<file path="src/rtl/axi_stream_extract_header_if.sv">
// AXI-Stream style beat handshake bundle.
// Carries valid/ready plus data, byte keep and last.
interface axi_stream_extract_header_if #(
  parameter int DATA_WD      = 32,
  parameter int DATA_BYTE_WD = DATA_WD / 8
);
  logic                    valid;
  logic                    ready;
  logic [DATA_WD-1:0]      data;
  logic [DATA_BYTE_WD-1:0] keep;
  logic                    last;

  modport master (
    output valid, data, keep, last,
    input  ready
  );

  modport slave (
    input  valid, data, keep, last,
    output ready
  );
endinterface

</file>
<file path="src/rtl/axi_stream_extract_header.sv">
// Strips an N-byte header off the first beat of a packet and
// re-emits the remaining payload realigned MSB-first.
module axi_stream_extract_header #(
  parameter int DATA_WD      = 32,
  parameter int DATA_BYTE_WD = DATA_WD / 8
) (
  input  logic                    clk,
  input  logic                    rst,
  input  logic                    valid_extract_i,
  input  logic [DATA_BYTE_WD-1:0] keep_extract_i,
  output logic                    ready_extract_o,
  axi_stream_extract_header_if.slave  in_if,
  axi_stream_extract_header_if.master hdr_if,
  axi_stream_extract_header_if.master out_if,
  output logic                    err_short_o
);

  localparam int B  = DATA_BYTE_WD;
  localparam int CW = $clog2(B + 1);

  typedef logic [CW-1:0]      cnt_t;
  typedef logic [B-1:0]       keep_t;
  typedef logic [DATA_WD-1:0] data_t;

  typedef enum logic [1:0] {
    IDLE, HDR, BODY, FLUSH
  } state_t;

  function automatic cnt_t popcnt(keep_t k);
    cnt_t c;
    c = '0;
    for (int i = 0; i < B; i++)
      c = c + cnt_t'(k[i]);
    return c;
  endfunction

  function automatic keep_t top_ones(cnt_t m);
    keep_t r;
    r = '0;
    for (int i = 0; i < B; i++)
      if (i < int'(m)) r[B-1-i] = 1'b1;
    return r;
  endfunction

  function automatic keep_t low_ones(cnt_t m);
    keep_t r;
    r = '0;
    for (int i = 0; i < B; i++)
      if (i < int'(m)) r[i] = 1'b1;
    return r;
  endfunction

  function automatic data_t bmask(keep_t k);
    data_t m;
    m = '0;
    for (int i = 0; i < B; i++)
      m[i*8 +: 8] = {8{k[i]}};
    return m;
  endfunction

  state_t state_q, state_d;
  cnt_t   n_q, n_d;
  keep_t  kc_q, kc_d;
  data_t  res_q, res_d;
  keep_t  fk_q, fk_d;
  logic   hv_q, hv_d;
  data_t  hd_q, hd_d;
  keep_t  hk_q, hk_d;
  logic   ov_q, ov_d;
  data_t  od_q, od_d;
  keep_t  ok_q, ok_d;
  logic   ol_q, ol_d;
  logic   err_q, err_d;

  cnt_t  k;
  cnt_t  r;
  logic  out_free;
  logic  rdy_in;
  logic  fire;
  data_t beat;
  data_t nres;
  data_t hdr_full;

  assign k        = popcnt(in_if.keep);
  assign r        = cnt_t'(B) - n_q;
  assign out_free = !ov_q || out_if.ready;

  // HDR also waits on the payload register: a short last beat emits
  // payload here and must not overwrite a beat still being held.
  assign rdy_in = (state_q == HDR)  ? (!hv_q && out_free) :
                  (state_q == BODY) ? out_free : 1'b0;
  assign fire   = in_if.valid && rdy_in;

  assign ready_extract_o = (state_q == IDLE);
  assign in_if.ready     = rdy_in;
  assign err_short_o     = err_q;

  assign hdr_if.valid = hv_q;
  assign hdr_if.data  = hd_q;
  assign hdr_if.keep  = hk_q;
  assign hdr_if.last  = 1'b0;

  assign out_if.valid = ov_q;
  assign out_if.data  = od_q;
  assign out_if.keep  = ok_q;
  assign out_if.last  = ol_q;

  always_comb begin
    state_d  = state_q;
    n_d      = n_q;
    kc_d     = kc_q;
    res_d    = res_q;
    fk_d     = fk_q;
    hv_d     = hv_q;
    hd_d     = hd_q;
    hk_d     = hk_q;
    ov_d     = ov_q;
    od_d     = od_q;
    ok_d     = ok_q;
    ol_d     = ol_q;
    err_d    = 1'b0;
    beat     = res_q | (in_if.data >> (8 * int'(r)));
    nres     = in_if.data << (8 * int'(n_q));
    hdr_full = in_if.data >> (8 * int'(r));

    if (hv_q && hdr_if.ready) hv_d = 1'b0;
    if (ov_q && out_if.ready) ov_d = 1'b0;

    unique case (state_q)
      IDLE: begin
        if (valid_extract_i) begin
          n_d     = popcnt(keep_extract_i);
          kc_d    = keep_extract_i;
          state_d = HDR;
        end
      end
      HDR: begin
        if (fire) begin
          hv_d  = 1'b1;
          hd_d  = hdr_full;
          hk_d  = kc_q;
          res_d = nres;
          if (!in_if.last) begin
            state_d = BODY;
          end else begin
            state_d = IDLE;
            if (k > n_q) begin
              ov_d = 1'b1;
              ok_d = top_ones(k - n_q);
              od_d = nres & bmask(top_ones(k - n_q));
              ol_d = 1'b1;
            end else if (k < n_q) begin
              hd_d  = (in_if.data & bmask(top_ones(k)))
                      >> (8 * (B - int'(k)));
              hk_d  = low_ones(k);
              err_d = 1'b1;
            end
          end
        end
      end
      BODY: begin
        if (fire) begin
          ov_d  = 1'b1;
          res_d = nres;
          od_d  = beat;
          ok_d  = '1;
          ol_d  = 1'b0;
          if (in_if.last && k <= n_q) begin
            ok_d    = top_ones(r + k);
            od_d    = beat & bmask(top_ones(r + k));
            ol_d    = 1'b1;
            state_d = IDLE;
          end else if (in_if.last) begin
            fk_d    = top_ones(k - n_q);
            state_d = FLUSH;
          end
        end
      end
      FLUSH: begin
        if (out_free) begin
          ov_d    = 1'b1;
          od_d    = res_q & bmask(fk_q);
          ok_d    = fk_q;
          ol_d    = 1'b1;
          state_d = IDLE;
        end
      end
    endcase
  end

  always_ff @(posedge clk) begin
    if (rst) begin
      state_q <= IDLE;
      n_q     <= '0;
      kc_q    <= '0;
      res_q   <= '0;
      fk_q    <= '0;
      hv_q    <= 1'b0;
      hd_q    <= '0;
      hk_q    <= '0;
      ov_q    <= 1'b0;
      od_q    <= '0;
      ok_q    <= '0;
      ol_q    <= 1'b0;
      err_q   <= 1'b0;
    end else begin
      state_q <= state_d;
      n_q     <= n_d;
      kc_q    <= kc_d;
      res_q   <= res_d;
      fk_q    <= fk_d;
      hv_q    <= hv_d;
      hd_q    <= hd_d;
      hk_q    <= hk_d;
      ov_q    <= ov_d;
      od_q    <= od_d;
      ok_q    <= ok_d;
      ol_q    <= ol_d;
      err_q   <= err_d;
    end
  end

endmodule

</file>
<file path="src/flat_wrapper.sv">
// flat-port wrapper written by rule: the top's interface ports become plain ports
module axi_stream_extract_header_flat 
#(
  parameter int DATA_WD      = 32,
  parameter int DATA_BYTE_WD = DATA_WD / 8
)
  (clk, rst, valid_extract_i, keep_extract_i, ready_extract_o, err_short_o, in_if_valid, in_if_data, in_if_keep, in_if_last, in_if_ready, hdr_if_valid, hdr_if_data, hdr_if_keep, hdr_if_last, hdr_if_ready, out_if_valid, out_if_data, out_if_keep, out_if_last, out_if_ready);
  axi_stream_extract_header_if #(.DATA_WD(DATA_WD), .DATA_BYTE_WD(DATA_BYTE_WD)) in_if_i ();
  axi_stream_extract_header_if #(.DATA_WD(DATA_WD), .DATA_BYTE_WD(DATA_BYTE_WD)) hdr_if_i ();
  axi_stream_extract_header_if #(.DATA_WD(DATA_WD), .DATA_BYTE_WD(DATA_BYTE_WD)) out_if_i ();
  input  logic clk;
  input  logic rst;
  input  logic valid_extract_i;
  input  logic [DATA_BYTE_WD-1:0] keep_extract_i;
  output logic ready_extract_o;
  output logic err_short_o;
  input wire logic [$bits(in_if_i.valid)-1:0] in_if_valid;
  input wire logic [$bits(in_if_i.data)-1:0] in_if_data;
  input wire logic [$bits(in_if_i.keep)-1:0] in_if_keep;
  input wire logic [$bits(in_if_i.last)-1:0] in_if_last;
  output wire logic [$bits(in_if_i.ready)-1:0] in_if_ready;
  output wire logic [$bits(hdr_if_i.valid)-1:0] hdr_if_valid;
  output wire logic [$bits(hdr_if_i.data)-1:0] hdr_if_data;
  output wire logic [$bits(hdr_if_i.keep)-1:0] hdr_if_keep;
  output wire logic [$bits(hdr_if_i.last)-1:0] hdr_if_last;
  input wire logic [$bits(hdr_if_i.ready)-1:0] hdr_if_ready;
  output wire logic [$bits(out_if_i.valid)-1:0] out_if_valid;
  output wire logic [$bits(out_if_i.data)-1:0] out_if_data;
  output wire logic [$bits(out_if_i.keep)-1:0] out_if_keep;
  output wire logic [$bits(out_if_i.last)-1:0] out_if_last;
  input wire logic [$bits(out_if_i.ready)-1:0] out_if_ready;
  assign in_if_i.valid = in_if_valid;
  assign in_if_i.data = in_if_data;
  assign in_if_i.keep = in_if_keep;
  assign in_if_i.last = in_if_last;
  assign in_if_ready = in_if_i.ready;
  assign hdr_if_valid = hdr_if_i.valid;
  assign hdr_if_data = hdr_if_i.data;
  assign hdr_if_keep = hdr_if_i.keep;
  assign hdr_if_last = hdr_if_i.last;
  assign hdr_if_i.ready = hdr_if_ready;
  assign out_if_valid = out_if_i.valid;
  assign out_if_data = out_if_i.data;
  assign out_if_keep = out_if_i.keep;
  assign out_if_last = out_if_i.last;
  assign out_if_i.ready = out_if_ready;
  axi_stream_extract_header #(.DATA_WD(DATA_WD), .DATA_BYTE_WD(DATA_BYTE_WD)) u_core (.clk(clk), .rst(rst), .valid_extract_i(valid_extract_i), .keep_extract_i(keep_extract_i), .ready_extract_o(ready_extract_o), .in_if(in_if_i), .hdr_if(hdr_if_i), .out_if(out_if_i), .err_short_o(err_short_o));
endmodule
</file>
<file path="config.mk">
export PLATFORM = sky130hd
export DESIGN_NAME = axi_stream_extract_header_flat
export DESIGN_NICKNAME = d
export VERILOG_FILES = /design/src/rtl/axi_stream_extract_header_if.sv /design/src/rtl/axi_stream_extract_header.sv /design/src/flat_wrapper.sv
export SDC_FILE = /design/constraint.sdc
export NUM_CORES = 1
export LEC_CHECK = 0
export ABC_AREA = 0
export BUFFER_PORTS_ARGS = -buffer_cell sky130_fd_sc_hd__buf_2
export CORE_AREA = 10 10 169 171
export DETAILED_ROUTE_END_ITERATION = 6
export DIE_AREA = 0 0 179 181
export RECOVER_POWER = 50
export SKIP_CTS_REPAIR_TIMING = 1
export SLEW_MARGIN = 30
export SYNTH_ARGS = -nofsm -noshare
export SYNTH_HDL_FRONTEND = slang
export SYNTH_SLANG_ARGS = --single-unit
</file>
<file path="constraint.sdc">
create_clock -name clk -period 8.3 [get_ports clk]
set_input_delay 0.83 -clock clk [delete_from_list [all_inputs] [get_ports clk]]
set_output_delay 0.83 -clock clk [all_outputs]
set_load 0.01 [all_outputs]
</file>
==> summary.txt, run 1 <==
Pwr
  • Switching Share: 35.4%
  • Pwr Density: 257 nW/um2
  • Cell Int Power: 0.00142 W
  • Clock power frac: 36.8%
  • Switching power: 0.000776 W
  • Combinational group share of total power: 32.0%
  • Flop pwr share: 31.2%
  • Lkg Pwr: 3.11 nW
  • Peak VDD IR: 154 uV

Final layout
  • Commonest cells after routing, fill and taps aside: 142 x nor2_1, 120 x dfxtp_1, 82 x clkbuf_1
  • Ratio of cells with drive above 1 in the final layout: 11.0%
  • Reg area: 2420 um2
  • Final design utilization: 34.1%
  • Syn-to-layout area delta: 19.0%
  • Fillers: 2682
  • Ant diodes: 0
  • Most common cell after layout, fill and taps aside: nor2_1
  • Final std cells w/o fill: 1347
  • NumNets Final: 1072
  • Multi-input gate area: 4410 um2

Clock tree
  • Clock Tree Buf Depth: 2
  • Clock tree sinks: 121
  • Clock latency on the worst-skew pair: 0.42 ns
  • H-tree Lvls: 4
  • Clk pin slew, worst setup/hold paths: 0.06 ns
  • TritonCTS buffer count: 17
  • CTS root buf: clkbuf_16
  • CTS tree: done

Detailed routing
  • Vias: 7417
  • Routed wire length: 27.6 mm
  • Post-route ant nets: 0
  • Drt drc: 0
  • Routed wire length per instance: 20.5 um
  • Via-to-Cell Ratio: 5.51
  • First-pass DRT Iterations: 5
  • Initial DRC count: 634

Critical path
  • Worst EP required: 8.57 ns
  • Slowest-stage cell, CP: ha_1
  • Crit-path cells: clkinv_1 -> ha_1 -> inv_1 -> fa_1 -> xnor2_4 -> xnor2_1 -> nor4_4 -> o21ai_2 -> a2111oi_0 -> nor3_1
  • CP endpoint kind: flop
  • Crit-path max FO: 21
  • Worst EP arrival: 5.13 ns
  • Reg2reg path depth: 10
  • Critical Path Start Type: flop
  • CP Class: reg2reg
  • Crit-path max cell delay: 1.07 ns

Synthesis
  • Synth warn: 0
  • Mapped cell area: 7170 um2
  • Asr flop ratio synth: 0%
  • Most common flop cell mapped by yosys: dfxtp_1
  • Mapped Cells: 929
  • EDFF count, synth: 0
  • Post-Syn Area per Cell: 7.72 um2
  • Seq/Total Area, Yosys: 33.8%
  • Register bit total from synthesis: 121
  • Synthesized Nets: 996
  • Synth unique cells: 61

STA
  • Setup TNS: 0 ns
  • Setup ws final: 3.44 ns
  • Final Slew Violations: 95
  • Fin crit share: 58.6%
  • Fmax: 206 MHz
  • Clock skew: 0.00700 ns
  • Hold WS: 0.451 ns
  • Hold Vio Cnt, Final: 0
  • Actual slew at the worst max-slew pin: 2.48 ns
  • Min Tclk post-route: 4.86 ns
  • Final Setup Violations: 0
  • Max transition margin: -65.2%
  • RSZ-0062 raised after global routing: no

Placed design
  • DP Cell Count: 1316
  • Place WS: 2.91 ns
  • DPL Wire Length: 20.7 mm
  • IO buf count: 124
  • Placer Congestion: 0.948

Worst hold path
  • Hold Path Class: reg2reg
  • WHS Path Cells: 2

Floorplanning
  • Die H: 181 um
  • Die area: 32400 um2
  • CORE AREA: 25000 um2
  • Initial Utilization: 28.6%
  • Top Ports: 126
  • DIE WIDTH: 179 um
  • # rows: 58

Global routing
  • First-pass GRT wire length: 42.4 mm
  • Congestion Overflow GR: 0
  • Largest net degree at the start of global routing: 63
  • Number of global-route vias before repair: 7030
  • Global-route usage over all layers: 16.6%
  • Initial antenna violation count: 0

Outcome
  • Failing checks: capacitance limit, slew limit
  • Status: finished with violations

Job
  • Max-cap violation count: 2
-- state kept, by name, indices dropped and copies added, names as in the netlist --
signal / flops
u_core.err_short_o: 1
u_core.fk_q: 4
u_core.hdr_if.data: 32
u_core.hdr_if.keep: 4
u_core.hdr_if.valid: 1
u_core.kc_q: 4
u_core.n_q: 3
u_core.out_if.data: 32
u_core.out_if.keep: 4
u_core.out_if.last: 1
u_core.out_if.valid: 1
u_core.res_q: 32
u_core.state_q: 2
-- final cells by class --
type	instances	share of cell area, %
well taps	330	4.84
inverters	18	0.792
clock buffers	22	5.44
flip-flops and latches	121	28.4
multi-input cells	715	51.7
clock inverters	9	1.99
repair buffers	132	6.79
-- through the flow --
| step | total power (W) | area, um2 |
|---|---|---|
| final | 0.00219 | 8530 |
| after global routing | 0.00231 | 8530 |
| after CTS | 0.00221 | 8620 |
| after detailed placement | 0.00140 | 7980 |
| after global placement | 0.00140 | 7970 |
| after floorplan | 0.00116 | 7170 |
-- worst max-delay path, delay by kind of cell, from the launching register on --
family,cells,cell delay (ns)
compound gates,2,1.04
fa+ha+maj,2,1.61
buf+inv,2,0.67
flops,1,0.32
simple gates,2,0.64
xor+xnor,2,0.43
-- cell families (layout without fill, tap and decap cells) --
logic type	count (synthesis)	count (layout)	share of synthesized area [%]
other	1	1	0.0523
muxes	45	45	6.56
AOI/OAI and AO/OA	242	242	22.7
and+or+nand+nor	401	401	26.8
buffers and inverters	93	181	5.06
xor gates and xnor gates	6	6	0.995
DFF	121	121	33.8
adders and majority gates	20	20	4.01
-- layer usage --
layer	global-route usage (%)	part of all wire (%)	up-vias
li1	-	-	3510
met5	0	0	-
met1	23.9	48	3511
met3	4.92	8.9	49
met4	5.06	2.0	0
met2	23.0	41	347
-- power groups by stage --
stage               registers [W]  clock network (W)  logic [W]
floorplan                0.000715                  0   0.000443
global placement         0.000694                  0   0.000707
detailed placement       0.000695                  0   0.000706
CTS                      0.000683           0.000820   0.000708
global route             0.000693           0.000849   0.000770
finish                   0.000684           0.000808   0.000702
-- worst paths after layout --
path,from,endpoint,slack (ns)
worst min register to register,u_core.res_q[7],u_core.res_q[7],0.45
worst max register to register,u_core.n_q[0],u_core.out_if.data[31],3.44
worst max-delay path,u_core.n_q[0],u_core.out_if.data[31],3.44
worst min-delay path,u_core.res_q[7],u_core.res_q[7],0.45
-- synthesized netlist by cell type (5+ instances only) --
library cell	n	area share, %
a211oi_1	28	2.9
a221oi_1	32	3.9
fa_1	5	1.4
a21o_1	11	1.2
nor2b_1	22	1.9
and2b_1	5	0.52
a22oi_1	17	1.8
nand2_1	71	3.7
nor4b_1	7	0.86
nand3_1	35	2.4
clkbuf_1	55	2.9
a2111oi_0	9	1.1
nor3_1	69	4.8
nor2_1	144	7.5
buf_1	13	0.68
o21ai_0	49	3.4
a21oi_1	63	4.4
nand3b_1	17	1.8
nand2b_1	10	0.87
nand4b_1	8	0.98
buf_2	5	0.35
a311oi_1	11	1.3
ha_1	15	2.6
mux2_2	16	2.5
inv_1	17	0.89
dfxtp_1	121	34
mux2i_1	29	4.0
(Power assumes the default switching activity.)
==> inputs of run 2 (changes only) <==
==> constraint.sdc (replaced) <==
create_clock -name clk -period 4.8 [get_ports clk]
set_input_delay 0.48 -clock clk [delete_from_list [all_inputs] [get_ports clk]]
set_output_delay 0.48 -clock clk [all_outputs]
set_load 0.01 [all_outputs]
==> summary.txt, run 2 (same netlist as run 1, synthesis figures left out) <==
Outcome
  • Status: finished with violations
  • Failing checks: capacitance limit, slew limit

Clock tree
  • H-tree Lvls: 4
  • CTS tree: done
  • CTS root buf: clkbuf_16
  • Clk pin slew, worst setup/hold paths: 0.06 ns
  • Clock latency on the worst-skew pair: 0.42 ns
  • Clock Tree Buf Depth: 2
  • TritonCTS buffer count: 17
  • Clock tree sinks: 121

Pwr
  • Lkg Pwr: 3.18 nW
  • Pwr Density: 449 nW/um2
  • Peak VDD IR: 256 uV

Final layout
  • Fillers: 2695
  • Most common cell after layout, fill and taps aside: nor2_1
  • NumNets Final: 1084
  • Multi-input gate area: 4390 um2
  • Syn-to-layout area delta: 20.4%
  • Ratio of cells with drive above 1 in the final layout: 11.5%
  • Commonest cells after routing, fill and taps aside: 144 x nor2_1, 120 x dfxtp_1, 82 x clkbuf_1
  • Post-route cell area: 8630 um2
  • Reg area: 2420 um2
  • Ant diodes: 0

Critical path
  • Crit-path max cell delay: 0.51 ns
  • Capturing point of the worst reg2reg path: u_core.out_if.data[10]
  • Worst setup path endpoint: u_core.out_if.data[10]
  • Reg2reg path depth: 11
  • Crit-path max FO: 21
  • WP depth: 11
  • Crit-path cells: clkinv_1 -> ha_1 -> buf_4 -> inv_1 -> fa_1 -> xnor2_4 -> xnor2_1 -> o31a_1 -> a221o_1 -> a2111oi_0 -> nor3_1
  • Cell family with most CP delay: compound AO/OA/AOI/OAI gates
  • Worst EP arrival: 4.19 ns
  • Worst reg2reg startpoint: u_core.n_q[0]
  • CP Class: reg2reg
  • Buf/Inv on CP: 3
  • Worst setup path start: u_core.n_q[0]
  • Critical Path Start Type: flop
  • Worst EP required: 5.07 ns
  • R2r setup slk: 0.88 ns
  • Slowest-stage cell, CP: a2111oi_0
  • CP endpoint kind: flop

Detailed routing
  • First-pass DRT Iterations: 6
  • Vias: 7445
  • Routed wire length: 28.2 mm
  • Via-to-Cell Ratio: 5.48
  • Routed wire length per instance: 20.7 um
  • Drt drc: 0
  • Initial DRC count: 783
  • Post-route ant nets: 0

STA
  • Max transition margin: -71.0%
  • Fmax: 255 MHz
  • RSZ-0062 raised after global routing: no
  • Setup ws final: 0.884 ns
  • Fin crit share: 81.6%
  • Min Tclk post-route: 3.92 ns
  • Final Setup Violations: 0
  • Hold Vio Cnt, Final: 0
  • Clock skew: 0.00926 ns
  • Setup TNS: 0 ns
  • Hold WS: 0.335 ns
  • Final Slew Violations: 95
  • Actual slew at the worst max-slew pin: 2.57 ns

Global routing
  • Largest net degree at the start of global routing: 65
  • First-pass GRT wire length: 43.4 mm
  • Congestion Overflow GR: 0
  • Initial antenna violation count: 0
  • Global-route usage over all layers: 17.0%
  • Number of global-route vias before repair: 7163

Placed design
  • Place WS: 0.736 ns
  • IO buf count: 124
  • DPL Wire Length: 20.9 mm
  • Dpl cell area: 8060 um2
  • Placer Congestion: 0.950

Floorplanning
  • Top Ports: 126
  • DIE WIDTH: 179 um
  • Die H: 181 um
  • Die area: 32400 um2
  • # rows: 58
  • Initial Utilization: 28.6%
  • CORE AREA: 25000 um2

Job
  • Max-cap violation count: 2

Worst hold path
  • Hold Path Class: in2reg
## run 2: cell type report
type | count | share of cell area (%)
Inverter | 18 | 0.783
Timing Repair Buffer | 144 | 7.70
Multi-Input combinational cell | 715 | 50.9
Clock inverter | 7 | 1.86
Clock buffer | 24 | 5.93
Tap cell | 330 | 4.78
Sequential cell | 121 | 28.1
## run 2: metal layers
layer	vias to the layer above	global-route usage [%]	share of wire [%]
li1	3535	-	-
met1	3497	23.9	47
met2	373	24.5	43
met3	40	4.75	8.6
met4	0	5.06	2.2
met5	-	0	0
## run 2: how the worst min path moves through the flow
| stage | startpoint | to | slack, ns | depth (start not counted) |
|---|---|---|---|---|
| after detailed placement | u_core.res_q[6] | u_core.res_q[6] | 0.45 | 2 |
| after floorplan | u_core.res_q[0] | u_core.res_q[0] | 0.43 | 2 |
| after CTS | hdr_if_ready | u_core.hdr_if.valid | 0.33 | 3 |
| final | hdr_if_ready | u_core.hdr_if.valid | 0.34 | 3 |
| after global placement | u_core.res_q[2] | u_core.res_q[2] | 0.44 | 2 |
| after global routing | hdr_if_ready | u_core.hdr_if.valid | 0.34 | 3 |
## run 2: power by group
| group | internal [W] | switching [W] |
|---|---|---|
| clock | 0.00100 | 0.000468 |
| combinational | 0.000404 | 0.000824 |
| sequential | 0.00112 | 0.0000626 |
## run 2: worst reg2reg max path, delay by kind of cell (launching register included)
kind | cells | cell delay [ns]
DFF | 1 | 0.32
xor gates and xnor gates | 2 | 0.39
AOI/OAI and AO/OA | 3 | 1.20
buffers and inverters | 3 | 0.81
adders and majority gates | 2 | 0.96
and+or+nand+nor | 1 | 0.09
## run 2: metrics by stage
stage / power, W / cells / util, %
after global placement: 0.00243 / 1328 / 32.2
after CTS: 0.00391 / 1359 / 34.9
after floorplan: 0.00200 / 929 / -
after global routing: 0.00409 / 1359 / 34.5
after detailed placement: 0.00244 / 1328 / 32.2
final: 0.00388 / 1359 / 34.5
